[config.mk]
export PLATFORM = sky130hd
export DESIGN_NAME = recompute_merge_unit
export DESIGN_NICKNAME = d
export VERILOG_FILES = /design/src/rtl/bisr_pkg.sv /design/src/rtl/merge_lane.sv /design/src/rtl/recompute_merge_unit.sv
export SDC_FILE = /design/constraint.sdc
export NUM_CORES = 1
export LEC_CHECK = 0
export CELL_PAD_IN_SITES_DETAIL_PLACEMENT = 1
export CELL_PAD_IN_SITES_GLOBAL_PLACEMENT = 1
export CORE_ASPECT_RATIO = 0.7
export CORE_UTILIZATION = 43
export DETAILED_ROUTE_END_ITERATION = 8
export PLACE_DENSITY_LB_ADDON = 0.1
export REMOVE_ABC_BUFFERS = 1
export SYNTH_ARGS = -nofsm -noshare
export SYNTH_HDL_FRONTEND = slang
export SYNTH_HIERARCHICAL = 1
export SYNTH_SLANG_ARGS = --single-unit
[constraint.sdc]
create_clock -name clk -period 3.77 [get_ports clk]
set_input_delay 0.377 -clock clk [delete_from_list [all_inputs] [get_ports clk]]
set_output_delay 0.377 -clock clk [all_outputs]
set_load 0.02 [all_outputs]
[src/rtl/bisr_pkg.sv]
// Shared types and constants for the recompute merge path.
// Provides lane FSM states, default geometry and a one-hot test helper.
package bisr_pkg;

   localparam int ROWS_D      = 3;
   localparam int COLS_D      = 3;
   localparam int WORD_SIZE_D = 16;
   localparam int CNT_W       = 8;

   typedef enum logic {
      IDLE = 1'b0,
      PEND = 1'b1
   } lane_state_t;

   // True when exactly one bit is set; callers zero-extend to 32 bits.
   function automatic logic is_onehot(input logic [31:0] vec);
      return (vec != '0) && ((vec & (vec - 32'd1)) == '0);
   endfunction

endpackage

[src/rtl/merge_lane.sv]
// One merge lane: accumulates corrections for a column and adds them
// into that column's partial sum on the next strobe.
// Ports: corr_hit/corr_data (accepted correction for this lane),
//   strobe/psum (array column output), out_valid/out_psum (registered
//   merged result), pending (registered PEND state).
module merge_lane
   import bisr_pkg::*;
#(
   parameter int WORD_SIZE = WORD_SIZE_D
) (
   input  logic                 clk,
   input  logic                 rst_n,
   input  logic                 corr_hit,
   input  logic [WORD_SIZE-1:0] corr_data,
   input  logic                 strobe,
   input  logic [WORD_SIZE-1:0] psum,
   output logic                 out_valid,
   output logic [WORD_SIZE-1:0] out_psum,
   output logic                 pending
);

   lane_state_t          state_q;
   lane_state_t          state_d;
   logic [WORD_SIZE-1:0] acc_q;
   logic [WORD_SIZE-1:0] acc_d;
   logic [WORD_SIZE-1:0] add_corr;
   logic [WORD_SIZE-1:0] sum;

   always_comb begin
      add_corr = corr_hit ? corr_data : '0;
      // A correction arriving with the strobe joins the emerging wave.
      sum      = psum + acc_q + add_corr;
      state_d  = state_q;
      acc_d    = acc_q;
      unique case (state_q)
         IDLE:    if (corr_hit && !strobe) state_d = PEND;
         PEND:    if (strobe) state_d = IDLE;
         default: state_d = IDLE;
      endcase
      if (strobe) acc_d = '0;
      else        acc_d = acc_q + add_corr;
   end

   always_ff @(posedge clk or negedge rst_n) begin
      if (!rst_n) begin
         state_q   <= IDLE;
         acc_q     <= '0;
         out_valid <= 1'b0;
         out_psum  <= '0;
      end else begin
         state_q   <= state_d;
         acc_q     <= acc_d;
         out_valid <= strobe;
         if (strobe) out_psum <= sum;
      end
   end

   assign pending = (state_q == PEND);

endmodule

[src/rtl/recompute_merge_unit.sv]
// Merges recompute_unit corrections into systolic column partial sums.
// Ports: corr_valid/BottomOut/faultyRowOut/faultyColOut correction in,
//   col_valid/col_psum column sums in, out_valid/out_psum merged out,
//   corr_pending per lane, sticky tag_err, saturating corr_count.
module recompute_merge_unit
   import bisr_pkg::*;
#(
   parameter int ROWS      = ROWS_D,
   parameter int COLS      = COLS_D,
   parameter int WORD_SIZE = WORD_SIZE_D
) (
   input  logic                      clk,
   input  logic                      rst_n,
   input  logic                      corr_valid,
   input  logic [WORD_SIZE-1:0]      BottomOut,
   input  logic [ROWS-1:0]           faultyRowOut,
   input  logic [COLS-1:0]           faultyColOut,
   input  logic [COLS-1:0]           col_valid,
   input  logic [COLS*WORD_SIZE-1:0] col_psum,
   output logic [COLS-1:0]           out_valid,
   output logic [COLS*WORD_SIZE-1:0] out_psum,
   output logic [COLS-1:0]           corr_pending,
   output logic                      tag_err,
   output logic [CNT_W-1:0]          corr_count
);

   localparam logic [CNT_W-1:0] CNT_MAX = '1;

   logic row_ok;
   logic col_ok;
   logic accept;
   logic bad_tag;

   assign row_ok  = is_onehot(32'(faultyRowOut));
   assign col_ok  = is_onehot(32'(faultyColOut));
   assign accept  = corr_valid && row_ok && col_ok;
   assign bad_tag = corr_valid && !(row_ok && col_ok);

   always_ff @(posedge clk or negedge rst_n) begin
      if (!rst_n) begin
         tag_err    <= 1'b0;
         corr_count <= '0;
      end else begin
         if (bad_tag) tag_err <= 1'b1;
         if (accept && corr_count != CNT_MAX)
            corr_count <= corr_count + 1'b1;
      end
   end

   for (genvar c = 0; c < COLS; c++) begin : g_lane
      merge_lane #(
         .WORD_SIZE (WORD_SIZE)
      ) u_lane (
         .clk       (clk),
         .rst_n     (rst_n),
         .corr_hit  (accept && faultyColOut[c]),
         .corr_data (BottomOut),
         .strobe    (col_valid[c]),
         .psum      (col_psum[c*WORD_SIZE +: WORD_SIZE]),
         .out_valid (out_valid[c]),
         .out_psum  (out_psum[c*WORD_SIZE +: WORD_SIZE]),
         .pending   (corr_pending[c])
      );
   end

endmodule

==> flow_summary.toml <==
[drt]
drcViolationCount = 0
num_vias = 8947
dr.pass1.iters = 5
antenna_left = 0
wirelength_um = 31410
via_per_inst = 5.606
wl_per_cell_um = 19.68
drtIter0Drc = 478

[layout]
syn_to_final_growth_pct = 34.95
nNetsFinal = 1524
stdcell_count = 1596
antenna-diode-count = 0
drive_gt1_frac = 0.2017

[floorplan]
die_w_um = 181.8
dieArea_um2 = 23250
die_y_um = 127.9
start_util = 0.4433
core-area_um2 = 21960
row_count = 45
ios = 139

[clock_tree]
path_clk_slew_ns = 0.08
root_buffer = "clkbuf_16"
ctsHoldBuffers = 0
clock_sinks = 111
cts_buffer_depth = 2
insertion_delay_ns = 0.37
cts_buffers = 9
htreeDepth = 3
cts_tree = "done"

[timing]
totalNegativeSetupSlack_ns = 0
setup_viol = 0
rsz0062_at_grt = "no"
whs_ns = 0.01807
fin_crit_sh = 0.9568
worst_slew_pin_slew_ns = 0.9598
final.min_clock_period_ns = 3.607
drv_slew = 0
fin_skew_ns = 0.01245
report.final.hold_viol_count = 0
slew_headroom = 0.3602
fmax_mhz = 277.2

[global_routing]
grt_max_degree = 69
grt_pass1_wl_um = 50380
grt_antenna_before_repair = 1
grt_overflow_total = 0
track_usage = 0.2778
grt_pass1_vias = 9398

[yosys]
syn_avg_cell_area_um2 = 9.469
synth_top_cell_by_area = "dfrtp_1"
synth_top_area_share = 0.2853
ys_ff_latch = 111
yosys.cell_types.count = 84
synth.most_common_cell = "dfrtp_1"
synth_cells = 1028
async_reset_ff_frac = 1.000
yosysWarningCount = 6
ys.flop_type = "dfrtp_1"
synth_area_um2 = 9734
synth_edf_count = 0
ys_top_cells_by_count = "111 x dfrtp_1, 90 x nor2_1, 88 x ha_1, 79 x a21oi_1, 55 x inv_1"
seq_area_frac_synth = 0.2853
synthTopCellsByArea = "dfrtp_1 29%, ha_1 11%, fa_1 10%"

[power_and_ir_drop]
p_leak_uw = 0.006291
peakVddDrop_v = 0.0001992
power.density_nw_per_um2 = 300.3
total_power_uw = 3944

[place]
dp.cells = 1574
place.gp.congestion = 0.8638
portBuffers = 138
dp_hpwl_um = 23890

[setup_path]
path_cells = "clkdlybuf4s50_1, xor2_1, nor2_4, and3_4, buf_8, and2_4, fa_1, ha_1, a21oi_2, nor3b_4, o211ai_4, a31oi_4, or3_1, a31o_1"
max_stage_delay_ns = 0.51
cp_num_buf_inv = 2
cpMaxStageDelayCell = "clkdlybuf4s50_1"
critPathRequiredTime_ns = 4.03
path_class = "in -> reg"
cp-end-kind = "flip-flop"
arrival_ns = 3.87
critical_path.top_delay_family = "simple AND/OR/NAND/NOR gates"
cp-start-kind = "input port"
cp_max_fo = 16

[flow_run]
cap_violations = 0

[run_status]
outcome = "finished clean"

[min_path]
hold_class = "in -> async"
[sequential cells by signal (all words and copies together) (netlist names)]
signal	flops
g_lane.u_lane/acc_q	48
g_lane.u_lane/out_psum	48
corr_count	8
g_lane.u_lane/out_valid	3
g_lane.u_lane/pending	3
tag_err	1
[placed cells by master (no fill, tap or decap), drive strengths merged, types with 32 or more instances in the layout]
cell	netlist	final
clkdlybuf4s50	0	131
buf	12	159
fa	51	51
inv	56	56
and2	44	44
mux2	32	32
dfrtp	111	111
nand2	54	54
xnor2	40	40
a21oi	84	84
nor2	90	90
ha	88	88
o21ai	50	50
a21o	32	32
[stage by stage]
stage               worst slack (ns)  cell area, µm²    util
global route                 0.01730           13140  0.5982
floorplan                   -0.02604            9600       -
finish                        0.1629           13140  0.5982
CTS                        -0.005908           12940  0.5894
detailed placement           -0.6200           12490  0.5686
global placement             -0.4446           12490  0.5686
[path summary, 6_finish.rpt]
path,from,to,slack (ns),depth (start not counted)
worst max register to register,g_lane[1].u_lane/acc_q[1],g_lane[1].u_lane/out_psum[9],0.92,10
min in group clk,tag_err,tag_err,0.48,1
max in group asynchronous,rst_n,g_lane[2].u_lane/out_psum[11],2.89,2
worst max-delay path,faultyColOut[1],g_lane[2].u_lane/out_psum[10],0.16,14
worst min register to register,tag_err,tag_err,0.48,1
worst min-delay path,rst_n,g_lane[0].u_lane/out_psum[13],0.02,1
[worst reg2reg max path: cells and delay by family, from the launching register on]
kind	cells	cell delay (ns)
mux	1	0.26
compound gates	3	0.71
fa+ha+maj	3	1.10
flops	1	0.40
xor+xnor	1	0.11
buf+inv	2	0.15
[logic make-up (layout without fill, tap and decap cells)]
group                      count (synthesis)  after routing  share of synthesized area
DFF                                      111            111                     0.2853
and+or+nand+nor                          321            321                     0.1692
muxes                                     36             36                    0.04113
adders and majority gates                139            139                     0.2180
xor gates and xnor gates                  57             57                    0.05206
buffers and inverters                     82            368                    0.03573
AOI/OAI and AO/OA                        282            282                     0.1986
[per-layer routing]
| metal | part of all wire | track usage | vias to the layer above |
|---|---|---|---|
| met1 | 0.51 | 0.4052 | 4469 |
| met5 | 0 | 0 | - |
| met2 | 0.44 | 0.4346 | 183 |
| met3 | 0.037 | 0.03892 | 31 |
| met4 | 0.015 | 0.06780 | 0 |
| li1 | - | - | 4264 |
[where the power goes]
group,switching [µW],total (µW),internal (µW)
Sequential,110,1440,1330
Clock,498,1190,688
Combinational,675,1320,648
Total,1280,3940,2660
[what timing repair did]
action                                  CTS  global route
endpoints found under the setup margin   20            31
buffers inserted                          2             4
gates cloned                              0             0
pin swaps                                 7            26
gates resized for setup                  16            38
[cell type report]
class	count	area, µm²
clock buffer	11	252.7
clock inverter	5	103.9
fill	2497	8822
inverter	57	214.0
multi-input combinational	835	6838
sequential	111	2778
tap	282	352.8
timing repair buffer	295	2597
No activity file was read; power rests on OpenSTA's default activity.
